<file path="src/rtl/serial_sub_pkg.sv">
// Shared definitions for the serial subtractor: FSM state encodings and
// the elaboration-time clog2 helper used to size the digit counter.
package serial_sub_pkg;

    typedef enum logic [1:0] {
        IDLE = 2'd0,
        RUN  = 2'd1,
        DONE = 2'd2
    } state_e;

    function automatic int clog2(input int value);
        int result;
        result = 0;
        for (int i = 0; i < 31; i++) begin
            if ((32'sd1 << i) < value) begin
                result = i + 1;
            end
        end
        return result;
    endfunction

endpackage

</file>
<file path="src/rtl/serial_sub_if.sv">
// Operand and result handshake bundle for serial_sub; the block itself
// connects through the slave view, the producer/consumer side through master.
interface serial_sub_if #(
    parameter int W = 8
);
    logic         in_valid;
    logic         in_ready;
    logic [W-1:0] a;
    logic [W-1:0] b;
    logic         bin;
    logic         out_valid;
    logic         out_ready;
    logic [W-1:0] d;
    logic         bout;
    logic         ovf;

    modport master (
        output in_valid, a, b, bin, out_ready,
        input  in_ready, out_valid, d, bout, ovf
    );

    modport slave (
        input  in_valid, a, b, bin, out_ready,
        output in_ready, out_valid, d, bout, ovf
    );
endinterface

</file>
<file path="src/rtl/serial_sub_full_sub.sv">
// One-bit full subtractor cell: x - y - bi, producing difference and borrow.
module full_sub (
    input  logic x,
    input  logic y,
    input  logic bi,
    output logic diff,
    output logic bo
);

    assign diff = x ^ y ^ bi;
    assign bo   = (~x & y) | (~(x ^ y) & bi);

endmodule

</file>
<file path="src/rtl/serial_sub.sv">
// Multi-cycle subtractor d = a - b - bin, DIGIT bits per clock LSB-first,
// with the borrow carried between cycles in a register.
module serial_sub
    import serial_sub_pkg::*;
#(
    parameter int W     = 8,
    parameter int DIGIT = 2
) (
    input  logic         clk,
    input  logic         rst_n,
    serial_sub_if.slave  bus
);

    localparam int NCYC  = W / DIGIT;
    localparam int CNT_W = clog2(NCYC) + 1;

    generate
        if ((W % DIGIT) != 0) begin : g_bad_digit
            $error("serial_sub: W must be a multiple of DIGIT");
        end
    endgenerate

    state_e             state_r;
    state_e             state_s;
    logic [CNT_W-1:0]   count_r;
    logic [W-1:0]       a_r;
    logic [W-1:0]       b_r;
    logic               borrow_r;
    logic [W-1:0]       res_r;
    logic [1:0]         sign_r;
    logic [W-1:0]       d_r;
    logic               bout_r;
    logic               ovf_r;

    logic [DIGIT-1:0]   diff_s;
    logic [DIGIT:0]     chain_s;
    logic [W-1:0]       res_next_s;
    logic               last_s;

    assign chain_s[0] = borrow_r;

    genvar gi;
    generate
        for (gi = 0; gi < DIGIT; gi++) begin : g_cell
            full_sub u_cell (
                .x    (a_r[gi]),
                .y    (b_r[gi]),
                .bi   (chain_s[gi]),
                .diff (diff_s[gi]),
                .bo   (chain_s[gi+1])
            );
        end
    endgenerate

    // New difference digits enter at the MSB end so the LSB digit lands at bit 0 after NCYC shifts.
    assign res_next_s = (res_r >> DIGIT) | (W'(diff_s) << (W - DIGIT));
    assign last_s     = (count_r == CNT_W'(NCYC - 1));

    // State register.
    always_ff @(posedge clk or negedge rst_n) begin
        if (!rst_n) begin
            state_r <= IDLE;
        end else begin
            state_r <= state_s;
        end
    end

    // Next-state decode for the accept / compute / present sequence.
    always_comb begin
        state_s = state_r;
        case (state_r)
            IDLE: begin
                if (bus.in_valid) begin
                    state_s = RUN;
                end else begin
                    state_s = IDLE;
                end
            end
            RUN: begin
                if (last_s) begin
                    state_s = DONE;
                end else begin
                    state_s = RUN;
                end
            end
            DONE: begin
                if (bus.out_ready) begin
                    state_s = IDLE;
                end else begin
                    state_s = DONE;
                end
            end
            default: begin
                state_s = IDLE;
            end
        endcase
    end

    // Operand shift registers, borrow chain register, result accumulation and output capture.
    always_ff @(posedge clk or negedge rst_n) begin
        if (!rst_n) begin
            count_r  <= '0;
            a_r      <= '0;
            b_r      <= '0;
            borrow_r <= 1'b0;
            res_r    <= '0;
            sign_r   <= 2'b00;
            d_r      <= '0;
            bout_r   <= 1'b0;
            ovf_r    <= 1'b0;
        end else begin
            case (state_r)
                IDLE: begin
                    if (bus.in_valid) begin
                        a_r      <= bus.a;
                        b_r      <= bus.b;
                        borrow_r <= bus.bin;
                        count_r  <= '0;
                        res_r    <= '0;
                        sign_r   <= {bus.a[W-1], bus.b[W-1]};
                    end
                end
                RUN: begin
                    a_r      <= a_r >> DIGIT;
                    b_r      <= b_r >> DIGIT;
                    borrow_r <= chain_s[DIGIT];
                    res_r    <= res_next_s;
                    count_r  <= count_r + CNT_W'(1);
                    if (last_s) begin
                        d_r    <= res_next_s;
                        bout_r <= chain_s[DIGIT];
                        // Overflow only when signs differ and the result sign departs from the minuend.
                        ovf_r  <= (sign_r[1] != sign_r[0]) && (res_next_s[W-1] != sign_r[1]);
                    end
                end
                DONE: begin
                    count_r <= count_r;
                end
                default: begin
                    count_r <= '0;
                end
            endcase
        end
    end

    assign bus.in_ready  = (state_r == IDLE);
    assign bus.out_valid = (state_r == DONE);
    assign bus.d         = d_r;
    assign bus.bout      = bout_r;
    assign bus.ovf       = ovf_r;

endmodule

</file>
<file path="src/flat_wrapper.sv">
// flat-port wrapper written by rule: the top's interface ports become plain ports
module serial_sub_flat import serial_sub_pkg::*;
#(
    parameter int W     = 8,
    parameter int DIGIT = 2
)
  (clk, rst_n, bus_in_valid, bus_a, bus_b, bus_bin, bus_out_ready, bus_in_ready, bus_out_valid, bus_d, bus_bout, bus_ovf);
  serial_sub_if #(.W(W)) bus_i ();
  input  logic clk;
  input  logic rst_n;
  input wire logic [$bits(bus_i.in_valid)-1:0] bus_in_valid;
  input wire logic [$bits(bus_i.a)-1:0] bus_a;
  input wire logic [$bits(bus_i.b)-1:0] bus_b;
  input wire logic [$bits(bus_i.bin)-1:0] bus_bin;
  input wire logic [$bits(bus_i.out_ready)-1:0] bus_out_ready;
  output wire logic [$bits(bus_i.in_ready)-1:0] bus_in_ready;
  output wire logic [$bits(bus_i.out_valid)-1:0] bus_out_valid;
  output wire logic [$bits(bus_i.d)-1:0] bus_d;
  output wire logic [$bits(bus_i.bout)-1:0] bus_bout;
  output wire logic [$bits(bus_i.ovf)-1:0] bus_ovf;
  assign bus_i.in_valid = bus_in_valid;
  assign bus_i.a = bus_a;
  assign bus_i.b = bus_b;
  assign bus_i.bin = bus_bin;
  assign bus_i.out_ready = bus_out_ready;
  assign bus_in_ready = bus_i.in_ready;
  assign bus_out_valid = bus_i.out_valid;
  assign bus_d = bus_i.d;
  assign bus_bout = bus_i.bout;
  assign bus_ovf = bus_i.ovf;
  serial_sub #(.W(W), .DIGIT(DIGIT)) u_core (.clk(clk), .rst_n(rst_n), .bus(bus_i));
endmodule
</file>
<file path="config.mk">
export PLATFORM = sky130hd
export DESIGN_NAME = serial_sub_flat
export DESIGN_NICKNAME = d
export VERILOG_FILES = /design/src/rtl/serial_sub_pkg.sv /design/src/rtl/serial_sub_if.sv /design/src/rtl/serial_sub_full_sub.sv /design/src/rtl/serial_sub.sv /design/src/flat_wrapper.sv
export SDC_FILE = /design/constraint.sdc
export NUM_CORES = 1
export LEC_CHECK = 0
export CAP_MARGIN = 20
export CORE_MARGIN = 4
export CORE_UTILIZATION = 50
export CTS_CLUSTER_SIZE = 25
export DETAILED_ROUTE_END_ITERATION = 16
export GPL_ROUTABILITY_DRIVEN = 0
export PLACE_DENSITY = 0.77
export SLEW_MARGIN = 25
export SYNTH_ARGS = -nofsm -noshare
export SYNTH_HDL_FRONTEND = slang
export SYNTH_SLANG_ARGS = --single-unit
</file>
<file path="constraint.sdc">
create_clock -name clk -period 2.2 [get_ports clk]
set_clock_uncertainty 0.05 [all_clocks]
set_input_delay 0.55 -clock clk [delete_from_list [all_inputs] [get_ports clk]]
set_output_delay 0.55 -clock clk [all_outputs]
set_load 0.02 [all_outputs]
</file>
==> flow_summary.json, run 1 <==
{
  "outcome": "complete, no violations",
  "initial_core_util_pct": 51.76,
  "via_per_inst": 5.496,
  "antennaDiodeCount": 0,
  "yosysWarnings": 0,
  "cts_buffers": 5,
  "cts-root-buf": "clkbuf_8",
  "maxCapViolations": 0,
  "drive_gt1_share_pct": 13.59,
  "nFillCells": 320,
  "cts_setup_buffers": 0,
  "final_max_slew_viol_count": 0,
  "crit_type": "reg -> out",
  "wl_um": 3799,
  "grt_max_degree": 41,
  "syn_avg_cell_area_um2": 11.17,
  "grt_pass1_wl_um": 6727,
  "rsz0062_at_grt": "false",
  "stdcell_area_um2": 2342,
  "slowest_stage": "clkdlybuf4s50_1",
  "tritoncts": "done",
  "core-area_um2": 3689,
  "setup_viol": 0,
  "hold_viol_final": 0,
  "hold_buffers": 0,
  "hold_path_class": "in -> async",
  "route.detailed.drc": 0,
  "portBuffers": 32,
  "clk_pin_slew_ps": 70,
  "timing.final.crit_share_pct": 94.92,
  "fin_tns_setup_ps": 0,
  "dpl.hpwl_um": 2727,
  "grt_pass1_vias": 1440,
  "utilization_pct": 63.50,
  "ant_nets": 0,
  "rows": 22,
  "grt-ovfl-total": 0,
  "vias": 1396,
  "syn_inst": 171,
  "ios": 33,
  "cts_buffer_depth": 2,
  "power_mw": 3.105,
  "cp-end-kind": "output pin",
  "firstDrtPassIters": 4,
  "route.met2.wl_um": 1915,
  "grt_usage_pct": 17.06,
  "ys_seq_area_share_pct": 52.42,
  "htreeDepth": 2,
  "max_freq_mhz": 478.9,
  "clkSinkCount": 40,
  "p_leak_nw": 1.007,
  "die_width_um": 69.80,
  "synth_nets": 196,
  "critical_path_required_ps": 1600,
  "first_iter_violations": 65,
  "crit_family": "buffers and inverters",
  "antenna_found_initial": 0,
  "wl_met1_um": 1615,
  "fin_crit_ps": 2088,
  "syn_to_final_growth_pct": 22.67,
  "dieArea_um2": 4871,
  "synth.distinct_cells": 27,
  "cpPeakStageDelay_ps": 590,
  "worstPathMaxFanout": 3,
  "die_h_um": 69.80,
  "syn_area_um2": 1909,
  "cts_resized": 0,
  "relSlewSlack_pct": 65.59,
  "wl_per_cell_um": 14.96,
  "power.density_nw_per_um2": 1326,
  "top_layer": "met4",
  "dpl-instance-area_um2": 2250,
  "arrival_ps": 1490,
  "nets": 230,
  "clkLatencyLatePin_ps": 290,
  "start_kind": "flop",
  "ir_drop_uv": 576.5,
  "worst_pin_slew_ps": 515.1,
  "synth-seq-cells": 40,
  "wl_met3_um": 237,
  "worst-path-buf-inv": 2,
  "cp_cell_sequence": "nand2b_1 > inv_1 > clkdlybuf4s50_1"
}
cell families (layout without fill, tap and decap cells):
| family | count (synthesis) | in the layout | share of synthesized area, % |
|---|---|---|---|
| AOI/OAI and AO/OA | 62 | 62 | 21.49 |
| adders and majority gates | 4 | 4 | 3.407 |
| and+or+nand+nor | 38 | 38 | 11.27 |
| buffers and inverters | 17 | 52 | 5.570 |
| DFF | 40 | 40 | 52.42 |
| muxes | 10 | 10 | 5.832 |
power breakdown:
part           total (mW)  internal, mW  switching [mW]  leakage [nW]
clock network       0.491         0.250           0.241        0.0510
logic                1.38         0.658           0.719         0.442
registers            1.24          1.04           0.203         0.514
total                3.11          1.94            1.16          1.01
worst paths after layout:
kind / from / end / slack (ps) / cells past startpoint
min in group clk: u_core.bus.d[6] / u_core.bus.d[6] / 440 / 2
setup reg to reg: u_core.a_r[0] / u_core.bus.ovf / 290 / 6
hold reg to reg: u_core.bus.d[6] / u_core.bus.d[6] / 440 / 2
setup / recovery: u_core.state_r[0] / bus_out_valid / 110 / 3
max in group asynchronous: rst_n / u_core.b_r[2] / 1500 / 2
hold / removal: rst_n / u_core.bus.d[2] / 260 / 2
state kept, by name (all words and copies together) (netlist names):
name and count:
u_core.bus.ovf 1, u_core.a_r 8, u_core.res_r 6, u_core.sign_r 2, u_core.borrow_r 1, u_core.b_r 8
u_core.count_r 3, u_core.bus.d 8, u_core.state_r 2, u_core.bus.bout 1
cell usage in the layout (no fill, tap or decap):
cell type        netlist  routed
a22oi_2                6       6
a2bb2oi_1              2       2
nor2b_1               18      18
dfrtp_1               40      40
buf_2                  4       1
nand2_1               12      12
nand3b_4               1       1
nand2b_1               3       3
o21ai_0               11      11
buf_4                  2       7
mux2_2                 4       4
nor3b_1                1       1
fa_1                   2       2
o21bai_1               1       1
clkinv_2               0       2
mux2_1                 5       5
clkbuf_8               0       6
nor2_1                 3       3
a22oi_1                7       7
a21oi_1               16      16
o32ai_2                1       1
o22ai_1                1       1
a22o_1                 4       4
clkdlybuf4s50_1        0      31
mux2i_1                1       1
inv_1                  5       5
ha_1                   2       2
o21ai_1               13      13
routing by layer:
layer | track usage [%] | up-vias
met2 | 28.12 | 50
met3 | 5.217 | 3
met1 | 21.99 | 673
li1 | - | 670
met4 | 4.043 | 0
met5 | 0 | -
cell usage after synthesis:
cell / n / area, um^2
dfrtp_1: 40 / 1001
a22oi_2: 6 / 75.07
o32ai_2: 1 / 16.27
o22ai_1: 1 / 6.260
mux2_1: 5 / 56.30
mux2i_1: 1 / 10.01
buf_4: 2 / 15.01
nor3b_1: 1 / 7.510
fa_1: 2 / 40.04
buf_6: 4 / 45.04
o21bai_1: 1 / 7.510
nor2_1: 3 / 11.26
inv_1: 5 / 18.77
nor2b_1: 18 / 112.6
ha_1: 2 / 25.02
o21ai_1: 13 / 65.06
a2bb2oi_1: 2 / 17.52
nand2b_1: 3 / 18.77
o21ai_0: 11 / 55.05
buf_2: 4 / 20.02
nand3b_4: 1 / 20.02
mux2_2: 4 / 45.04
a21oi_1: 16 / 80.08
a22o_1: 4 / 35.03
nand2_1: 12 / 45.04
a22oi_1: 7 / 52.55
clkbuf_1: 2 / 7.510
through the flow:
stage / hold slack, ps / setup slack, ps / std cells
3_5_place_dp: 425.7 / 282.6 / 246
5_1_grt: 293.2 / 47.71 / 254
2_1_floorplan: 204.4 / 400.3 / 171
6_report: 263.0 / 111.8 / 254
3_3_place_gp: 411.8 / 318.7 / 246
4_1_cts: 274.5 / 92.83 / 254
worst reg2reg max path, cell delays in order (launching register included):
cell and delay (ps):
dfrtp_1 360, inv_1 80, fa_1 430, fa_1 500
nor3b_1 220, a21oi_1 50, o21ai_0 140
layout make-up:
type | instances | area (um^2) | area share (%)
Clock buffer | 6 | 82.58 | 3.526
Clock inverter | 2 | 10.01 | 0.4273
Inverter | 5 | 18.77 | 0.8013
Multi-Input combinational cell | 114 | 802.0 | 34.24
Sequential cell | 40 | 1001 | 42.73
Tap cell | 48 | 60.06 | 2.564
Timing Repair Buffer | 39 | 367.9 | 15.71
Power figures use the tool's default switching activity.
==> run 2: changes to the inputs <==
--- a/config.mk
+++ b/config.mk
@@ -6,12 +6,13 @@
 export NUM_CORES = 1
 export LEC_CHECK = 0
 export CAP_MARGIN = 20
-export CORE_MARGIN = 4
+export CORE_MARGIN = 8
 export CORE_UTILIZATION = 50
 export CTS_CLUSTER_SIZE = 25
 export DETAILED_ROUTE_END_ITERATION = 16
 export GPL_ROUTABILITY_DRIVEN = 0
 export PLACE_DENSITY = 0.77
+export RECOVER_POWER = 25
 export SLEW_MARGIN = 25
 export SYNTH_ARGS = -nofsm -noshare
 export SYNTH_HDL_FRONTEND = slang
==> flow_summary.json, run 2 (same netlist as run 1, synthesis figures left out) <==
{
  "fin_crit_ps": 2095,
  "critical_path_required_ps": 1600,
  "cpPeakStageDelay_ps": 590,
  "cts_setup_buffers": 0,
  "via_per_inst": 5.461,
  "max_freq_mhz": 477.4,
  "nFillCells": 303,
  "wl_per_cell_um": 15.08,
  "worst-r2r-setup-slack_ps": 250,
  "cts_buffer_depth": 2,
  "gr-max-usage-layer": "met2",
  "die_h_um": 77.80,
  "maxCapViolations": 0,
  "final_cell_mix": "dfrtp_1 (40), clkdlybuf4s50_1 (31), nor2b_1 (18)",
  "grt_max_degree": 41,
  "gr-usage-met3_pct": 3.802,
  "drive_gt1_share_pct": 13.11,
  "wl_um": 3831,
  "utilization_pct": 63.70,
  "crit_type": "reg -> out",
  "reg2reg_depth": 6,
  "regToRegStartpoint": "u_core.a_r[0]",
  "arrival_ps": 1490,
  "ant_nets": 0,
  "worst-path-buf-inv": 2,
  "dpl.hpwl_um": 2733,
  "hold_viol_final": 0,
  "start_kind": "flop",
  "clkSinkCount": 40,
  "cp.depth": 3,
  "final_max_slew_viol_count": 0,
  "cp_cell_sequence": "nand2b_1 > inv_1 > clkdlybuf4s50_1",
  "ir_drop_uv": 703.8,
  "setup_viol": 0,
  "combPwrFrac_pct": 44.9,
  "cts_buffers": 5,
  "place_ws_ps": 202.7,
  "worst_pin_slew_ps": 951.7,
  "worstPathMaxFanout": 3,
  "firstDrtPassIters": 4,
  "cp-end-kind": "output pin",
  "p_clk_share_pct": 14.6,
  "grt_usage_pct": 13.85,
  "final_common_cell": "dfrtp_1",
  "portBuffers": 32,
  "seqPwrFrac_pct": 40.5,
  "ios": 33,
  "antenna_found_initial": 0,
  "cts_resized": 0,
  "timing.final.crit_share_pct": 95.22,
  "rows": 22,
  "fin_ws_ps": 105.2,
  "hold_buffers": 0,
  "rsz0062_at_grt": "false",
  "tritoncts": "done",
  "endpoint": "bus_out_valid",
  "die_width_um": 77.80,
  "vias": 1387,
  "grt-ovfl-total": 0,
  "grt_pass1_vias": 1436,
  "switching_share_pct": 37.72,
  "core-area_um2": 3661,
  "htreeDepth": 2,
  "dieArea_um2": 6052,
  "outcome": "complete, no violations",
  "p_int_mw": 1.914,
  "syn_to_final_growth_pct": 22.15,
  "antennaDiodeCount": 0,
  "gr-usage-met1_pct": 17.87,
  "initial_core_util_pct": 52.15,
  "route.detailed.drc": 0,
  "cp-startpoint": "u_core.state_r[0]",
  "clk_pin_slew_ps": 70,
  "slowest_stage": "clkdlybuf4s50_1",
  "nets": 231,
  "r2r-end": "u_core.bus.ovf",
  "clkLatencyLatePin_ps": 290,
  "hold_path_class": "in -> async",
  "use_met2_pct": 21.64,
  "switchingPower_mw": 1.159,
  "cts-root-buf": "clkbuf_8",
  "power.density_nw_per_um2": 1318,
  "grt_pass1_wl_um": 6920,
  "crit_family": "buffers and inverters",
  "first_iter_violations": 65,
  "p_leak_nw": 1.001,
  "fin_tns_setup_ps": 0,
  "relSlewSlack_pct": 36.56
}
-- run 2: changes by cell type in the layout (fill, tap and decap cells not counted), sizes merged --
cell    before  now
clkbuf       6    7
clkinv       2    1
-- run 2: how the worst min path moves through the flow --
stage,start,end,slack (ps),depth (start not counted)
floorplan,rst_n,u_core.a_r[0],200,0
CTS,rst_n,u_core.state_r[1],270,2
global placement,u_core.bus.ovf,u_core.bus.ovf,420,2
global route,u_core.bus.d[7],u_core.bus.d[7],470,2
finish,rst_n,u_core.bus.d[0],430,2
detailed placement,u_core.bus.d[7],u_core.bus.d[7],420,2
-- run 2: worst reg2reg max path: stages, from the launching register on --
cell and delay, ps:
dfrtp_1 370, inv_1 80, fa_1 440, fa_1 510, nor3b_1 220, a21oi_1 60, o21ai_0 150
-- run 2: power groups by stage --
stage / Clock (mW) / Combinational, mW / Sequential [mW]
detailed placement: 0 / 1.40 / 1.25
global route: 0.495 / 1.55 / 1.29
CTS: 0.459 / 1.40 / 1.24
floorplan: 0 / 0.927 / 1.30
global placement: 0 / 1.36 / 1.23
finish: 0.449 / 1.38 / 1.24
-- run 2: layout make-up --
type                    instances  area, um^2  area share [%]
flip-flops and latches         40        1001           42.92
multi-input cells             114       802.0           34.39
repair buffers                 40       372.9           15.99
clock buffers                   6       72.57           3.112
well taps                      48       60.06           2.575
inverters                       5       18.77          0.8047
clock inverters                 1       5.005          0.2146
-- run 2: through the flow --
step	instances	hold slack (ps)	power, mW	cell area, um^2
6_report	254	430.9	3.074	2332
5_1_grt	254	471.6	3.339	2332
3_3_place_gp	247	416.4	2.592	2257
4_1_cts	254	272.5	3.101	2335
2_1_floorplan	171	204.4	2.225	1909
3_5_place_dp	247	424.5	2.648	2257
-- run 2: metal layers --
layer	up-vias	share of wire, %
li1	665	-
met1	689	47
met2	27	47
met3	6	4.7
met4	0	1.2
met5	-	0
